**config.mk**
```make
export PLATFORM = sky130hd
export DESIGN_NAME = select_led_driver
export DESIGN_NICKNAME = d
export VERILOG_FILES = /design/src/rtl/select_led_driver.sv
export SDC_FILE = /design/constraint.sdc
export NUM_CORES = 1
export LEC_CHECK = 0
export ABC_AREA = 1
export CAP_MARGIN = 20
export CORE_MARGIN = 1.5
export CORE_UTILIZATION = 65
export CTS_BUF_LIST = sky130_fd_sc_hd__clkbuf_8
export CTS_CLUSTER_SIZE = 25
export DETAILED_ROUTE_END_ITERATION = 10
export GPL_ROUTABILITY_DRIVEN = 0
export PLACE_DENSITY = 0.83
export SYNTH_ARGS = -nofsm -noshare
export SYNTH_HDL_FRONTEND = slang
export SYNTH_SLANG_ARGS = --single-unit
```
**constraint.sdc**
```tcl
create_clock -name clk -period 11.2 [get_ports clk]
set_clock_uncertainty 0.2 [all_clocks]
set_input_delay 2.24 -clock clk [delete_from_list [all_inputs] [get_ports clk]]
set_output_delay 2.24 -clock clk [all_outputs]
set_load 0.01 [all_outputs]
```
**src/rtl/select_led_driver.sv**
```systemverilog
// rtl/select_led_driver.sv - front-panel selection LED driver with change blink and PWM dimming
module select_led_driver #(
    parameter int BLINK_HALF_CYCLES = 6250000,
    parameter int BLINK_COUNT       = 3,
    parameter int PWM_BITS          = 4,
    parameter int DUTY              = 15
) (
    input  logic        clk,
    input  logic        reset,
    input  logic [2:0]  freqSelect,
    input  logic [2:0]  lowpassSelect,
    input  logic [2:0]  highpassSelect,
    output logic [15:0] leds_n
);
    localparam int HCW = $clog2(BLINK_HALF_CYCLES + 1);
    localparam int PCW = $clog2(BLINK_COUNT + 1);
    localparam logic [HCW-1:0]    HALF_LOAD = HCW'(BLINK_HALF_CYCLES - 1);
    localparam logic [PCW-1:0]    PAIR_LOAD = PCW'(BLINK_COUNT - 1);
    localparam logic [PWM_BITS:0] DUTY_W    = (PWM_BITS + 1)'(DUTY);
    localparam logic [8:0]        SEL_RESET = {3'd0, 3'd0, 3'd5};

    typedef enum logic {IDLE, BLINK} blink_state_e;

    logic [8:0]          sync1_q, sync1_d, sync2_q, sync2_d;
    logic [2:0]          acc_q [3];
    logic [2:0]          acc_d [3];
    blink_state_e        state_q [3];
    blink_state_e        state_d [3];
    logic                phase_on_q [3];
    logic                phase_on_d [3];
    logic [HCW-1:0]      phase_cnt_q [3];
    logic [HCW-1:0]      phase_cnt_d [3];
    logic [PCW-1:0]      pair_cnt_q [3];
    logic [PCW-1:0]      pair_cnt_d [3];
    logic [PWM_BITS-1:0] pwm_cnt_q, pwm_cnt_d;
    logic [15:0]         leds_n_d;
    logic [2:0]          lit;
    logic                pwm_on;

    always_comb begin
        sync1_d   = {highpassSelect, lowpassSelect, freqSelect};
        sync2_d   = sync1_q;
        pwm_cnt_d = pwm_cnt_q + 1'b1;
        pwm_on    = {1'b0, pwm_cnt_q} <= DUTY_W;
        for (int g = 0; g < 3; g++) begin
            acc_d[g]       = sync2_q[3*g +: 3];
            state_d[g]     = state_q[g];
            phase_on_d[g]  = phase_on_q[g];
            phase_cnt_d[g] = phase_cnt_q[g];
            pair_cnt_d[g]  = pair_cnt_q[g];
            if (acc_d[g] != acc_q[g]) begin
                // Filter selections 4..7 are invalid and never blink
                if (g == 0 || !acc_d[g][2]) begin
                    state_d[g]     = BLINK;
                    phase_on_d[g]  = 1'b0;
                    phase_cnt_d[g] = HALF_LOAD;
                    pair_cnt_d[g]  = PAIR_LOAD;
                end else begin
                    state_d[g] = IDLE;
                end
            end else if (state_q[g] == BLINK) begin
                if (phase_cnt_q[g] == '0) begin
                    phase_cnt_d[g] = HALF_LOAD;
                    phase_on_d[g]  = !phase_on_q[g];
                    if (phase_on_q[g]) begin
                        if (pair_cnt_q[g] == '0) begin
                            state_d[g] = IDLE;
                        end else begin
                            pair_cnt_d[g] = pair_cnt_q[g] - 1'b1;
                        end
                    end
                end else begin
                    phase_cnt_d[g] = phase_cnt_q[g] - 1'b1;
                end
            end
            lit[g] = (g == 0 || !acc_q[g][2]) && (state_q[g] == IDLE || phase_on_q[g]) && pwm_on;
        end
        leds_n_d = '1;
        if (lit[0]) leds_n_d[{1'b0, acc_q[0]}] = 1'b0;
        if (lit[1]) leds_n_d[{2'b10, acc_q[1][1:0]}] = 1'b0;
        if (lit[2]) leds_n_d[{2'b11, acc_q[2][1:0]}] = 1'b0;
    end

    always_ff @(posedge clk or posedge reset) begin
        if (reset) begin
            sync1_q   <= SEL_RESET;
            sync2_q   <= SEL_RESET;
            pwm_cnt_q <= '0;
            leds_n    <= 16'hFFFF;
            for (int g = 0; g < 3; g++) begin
                acc_q[g]       <= SEL_RESET[3*g +: 3];
                state_q[g]     <= IDLE;
                phase_on_q[g]  <= 1'b0;
                phase_cnt_q[g] <= '0;
                pair_cnt_q[g]  <= '0;
            end
        end else begin
            sync1_q   <= sync1_d;
            sync2_q   <= sync2_d;
            pwm_cnt_q <= pwm_cnt_d;
            leds_n    <= leds_n_d;
            for (int g = 0; g < 3; g++) begin
                acc_q[g]       <= acc_d[g];
                state_q[g]     <= state_d[g];
                phase_on_q[g]  <= phase_on_d[g];
                phase_cnt_q[g] <= phase_cnt_d[g];
                pair_cnt_q[g]  <= pair_cnt_d[g];
            end
        end
    end
endmodule

```
* After elaboration in Yosys (flattened, before gate mapping)
Cells that the tools add are included.
Cells by class: add/subtract/negate cells 6, equality and inequality tests 8, $lt $le $gt $ge 6, bitwise operators 8, reduce and logical (&&, ||, !) cells 36, mux-type cells 65
Operators by type and width (count):
- $mux W23 | 11
- $logic_not A23 Y1 | 3
- $sub A23 B1 Y23 const B | 3
- $mux W16 | 3
- $mux W2 | 17
- $and A16 B16 Y16 | 2
- $mux W1 | 31
- $reduce_bool A2 Y1 | 9
- $not A12 Y16 | 1
- $not A16 Y16 | 1
- $not A8 Y16 | 1
- $lt A4 B5 Y1 const B | 2
- $ne A2 B2 Y1 const B | 5
- $reduce_and A5 Y1 | 2
- $ne A3 B3 Y1 | 3
- $ge A4 B1 Y1 const B | 2
- $logic_not A2 Y1 | 3
- $reduce_and A2 Y1 | 3
- $reduce_and A3 Y1 | 2
- $sub A2 B1 Y2 const B | 3
- $logic_and A1 B1 Y1 | 5
- $logic_not A1 Y1 | 5
- $lt A3 B5 Y1 const B | 1
- $demux W1 S2 | 2
- other kinds (5) | 9
Storage, ports and cells: logic and storage cells 147, register bits after elaboration 124

* Depth between registers and ports, before layout
depth in word-level cells 10, gate-level depth with buffers 11, gate-level depth less buffers 10

* Worst setup path before layout
Ideal clock, no wire load.
kind register to output, start register leds_n[0], end output leds_n[0], cell stages (with the launch flop) 1, buffers on the path 0, path slack 8.240 ns, data required time 8.760 ns, arrival time 0.520 ns, cells stage by stage dfstp_2
RTL lines:
- from (decl) | line 13 | output logic [15:0] leds_n
- from (signal assigned) | line 101 | leds_n <= leds_n_d;
No word-level cell between the ends.

* Final worst setup path
start register leds_n[6], end output leds_n[6]
No word-level cell between the ends.

==> results.md <==
- Comb power frac: under 10%
- Min Tclk post-route: 3.95 ns
- Seq pwr share: a little under half
- # nets final: around 840
- Switching part of the total power: around a quarter
- CP endpoint kind: output port
- HP Class: reg -> reg
- CP startpoint kind: flop
- Largest net degree at the start of global routing: 66
- Port Buf Inserts: 26
- Top cell type's share of synthesized area: between 30 and 40%
- Slew headroom: 48.7%
- Post-synth top cells: 190 x nand2_1, 106 x inv_1, 102 x dfrtp_1
- Hold Buf Count CTS: 0
- Setup Fix Bufs, Post-CTS: 0
- First-pass GRT wire length: between 20 and 25 mm
- Synthesis-to-finish area growth: 11.8%
- Io pins: 27
- Starting DRT DRC Count: roughly 370
- CP Cell Sequence: clkdlybuf4s50_1
- First-pass detailed-route iteration total: 4
- Power Dens Cells: ~140 nW/um^2
- Peak supply drop: roughly 90 uV
- Vias in the first global route: 5,134
- Core Area: 9680 um^2
- Outcome: finished clean
- Setup TNS: 0 ns
- Pleak: 3.38 nW
- Post-DP HPWL: roughly 9.1 mm
- Max Cap Viol: 0
- Syn nets: between 800 and 900
- Vias: ~5,300
- Antenna Nets Post-Route: 0
- Critical path's largest stage delay: about 0.55 ns
- Total GRT Usage: a little over a quarter
- Final-report hold violation count: 0
- Buf/Inv on CP: 1
- Crit path DAT: approximately 1.5 ns
- Clk_lat worst skew: around 0.44 ns
- Worst-path maximum fanout: 1
- CTS Sinks: approximately 120
- EDFF count, synth: 0
- Reported net switching power: approximately 0.00025 W
- Final period util: a little over a third
- Grt ovf: 0
- Main synth FF type: dfrtp_1
- Max-slew violations: 0
- Max Buffers Root-to-Sink: 2
- Synth warnings: 0
- Initial Utilization: about two thirds
- Synth area leader: dfrtp_1
- RSZ-0062 raised after global routing: no
- Slew @ Worst Pin: 0.770 ns
- Die width: just over 100 um
- Cts bufs inserted: 17
- Root Buffer Master: clkbuf_8
- CP required: about 8.8 ns
- Clock network fraction of total power: 43.6%
- Cell variety after synth: 37
- Hold_sp: sync1_q[6]
- Chip height: approximately 100 um
- Layout cells sized above 1: a little over a tenth
- Row count: 36
- Total die area: around 10,000 um^2
- DR WL/cell: roughly 14 um
- # fillers: between 700 and 800
- Worst hold slack: 0.153 ns
- Int Pwr: roughly 0.00078 W
- CTS tree: yes
- Post_cts resized: 0
- Slowest cell on the critical path: clkdlybuf4s50_1
- Ant. Diodes: 0
- Drt drc: 0
- Syn Area/Cell: between 8 and 9 um^2
- Async SR Flop Fraction: between 90% and 100%
- Max Fclk: between 200 and 300 MHz
- Reg2reg setup slack: around 9 ns
- R2R Path Start: acc_q[8]
- Register bit total from synthesis: 124
- Initial antenna violation count: 0
- Most common cell in the netlist: nand2_1
- Vias/cell: approximately 5.4
- Syn Inst Count: approximately 790
- Routed Wire Length: between 10 and 15 mm
- Ranking of synthesized cells by area: dfrtp_1 40%, nand2_1 11%, dfstp_2 9.0%
- Kind of critical path: reg -> out
- Sequential share of the synthesized area: between 40 and 50%
- Post-synthesis cell area: ~6400 um^2
- Worst path top cell family by delay: buffers and inverters
- Critical Path Source: leds_n[6]
- Final setup viols: 0
- CTS H-Tree Depth: 4
- Clock slew at reported path FFs: 0.06 ns
-- final timing paths --
kind,endpoint,cells past startpoint
setup / recovery,leds_n[6],1
hold / removal,sync2_q[6],0
setup reg to reg,phase_cnt_q[64],7
hold reg to reg,sync2_q[6],0
max in group asynchronous,phase_cnt_q[12],3
min in group asynchronous,phase_cnt_q[42],2
-- per-layer routing --
layer | share of wire (%) | track usage, % | vias to the layer above
li1 | - | - | 2609
met1 | 42 | 32.2 | 2531
met2 | 53 | 46.6 | 103
met3 | 3.8 | 5.95 | 21
met4 | 1.3 | 10.7 | 0
met5 | 0 | 0 | -
-- cell type report --
type / instances / area (um^2) / share of cell area (%)
Sequential cell: 124 / 3130 / 43.6
Multi-Input combinational cell: 543 / 2710 / 37.8
Timing Repair Buffer: 28 / 295 / 4.12
Clock buffer: 20 / 275 / 3.84
Clock inverter: 12 / 180 / 2.51
Tap cell: 133 / 166 / 2.32
Inverter: 109 / 412 / 5.74
-- stage by stage --
stage / utilization, % / cell area (um^2) / worst slack, ns / total power (W) / instances
after CTS: 73.8 / 7140 / 7.22 / 0.00103 / 968
final: 74.1 / 7170 / 7.25 / 0.00103 / 969
after global routing: 74.1 / 7170 / 7.17 / 0.00107 / 969
after floorplan: - / 6410 / 5.50 / 0.000562 / 794
after detailed placement: 69.1 / 6690 / 6.89 / 0.000584 / 936
after global placement: 69.1 / 6690 / 6.92 / 0.000576 / 936
-- placed cells by master (no fill, tap or decap), types with 7 or more instances in the layout --
cell type	n
inv_1	109
dfstp_2	22
xor2_1	13
nand3b_1	8
nand2_1	190
nand3_1	86
nand4_1	34
nand2_2	7
clkdlybuf4s50_1	26
nor3_1	9
o21ai_0	34
nor2_1	99
ha_1	9
dfrtp_1	102
clkbuf_8	20
-- power by group through the flow --
stage | clock network (W) | logic, W | registers (W)
after floorplan | 0 | 0.0000733 | 0.000489
after global routing | 0.000474 | 0.000108 | 0.000486
after global placement | 0 | 0.0000864 | 0.000490
final | 0.000448 | 0.0000948 | 0.000484
after CTS | 0.000452 | 0.0000928 | 0.000484
after detailed placement | 0 | 0.0000920 | 0.000492
-- cells by family (layout without fill, tap and decap cells) --
kind of cell               Yosys count  after routing  share of synthesized area, %
AOI/OAI and AO/OA                   54             54                          4.64
buffers and inverters              127            169                          8.88
xor gates and xnor gates            19             19                          2.83
DFF                                124            124                          48.8
and+or+nand+nor                    461            461                          33.1
adders and majority gates            9              9                          1.76
-- sequential cells by signal, summed over array words and instances, names as in the netlist --
| name | flops |
|---|---|
| acc_q | 9 |
| leds_n | 16 |
| pair_cnt_q | 6 |
| phase_cnt_q | 69 |
| phase_on_q | 3 |
| state_q | 3 |
| sync1_q | 9 |
| sync2_q | 9 |
No activity file was read; power rests on OpenSTA's default activity.
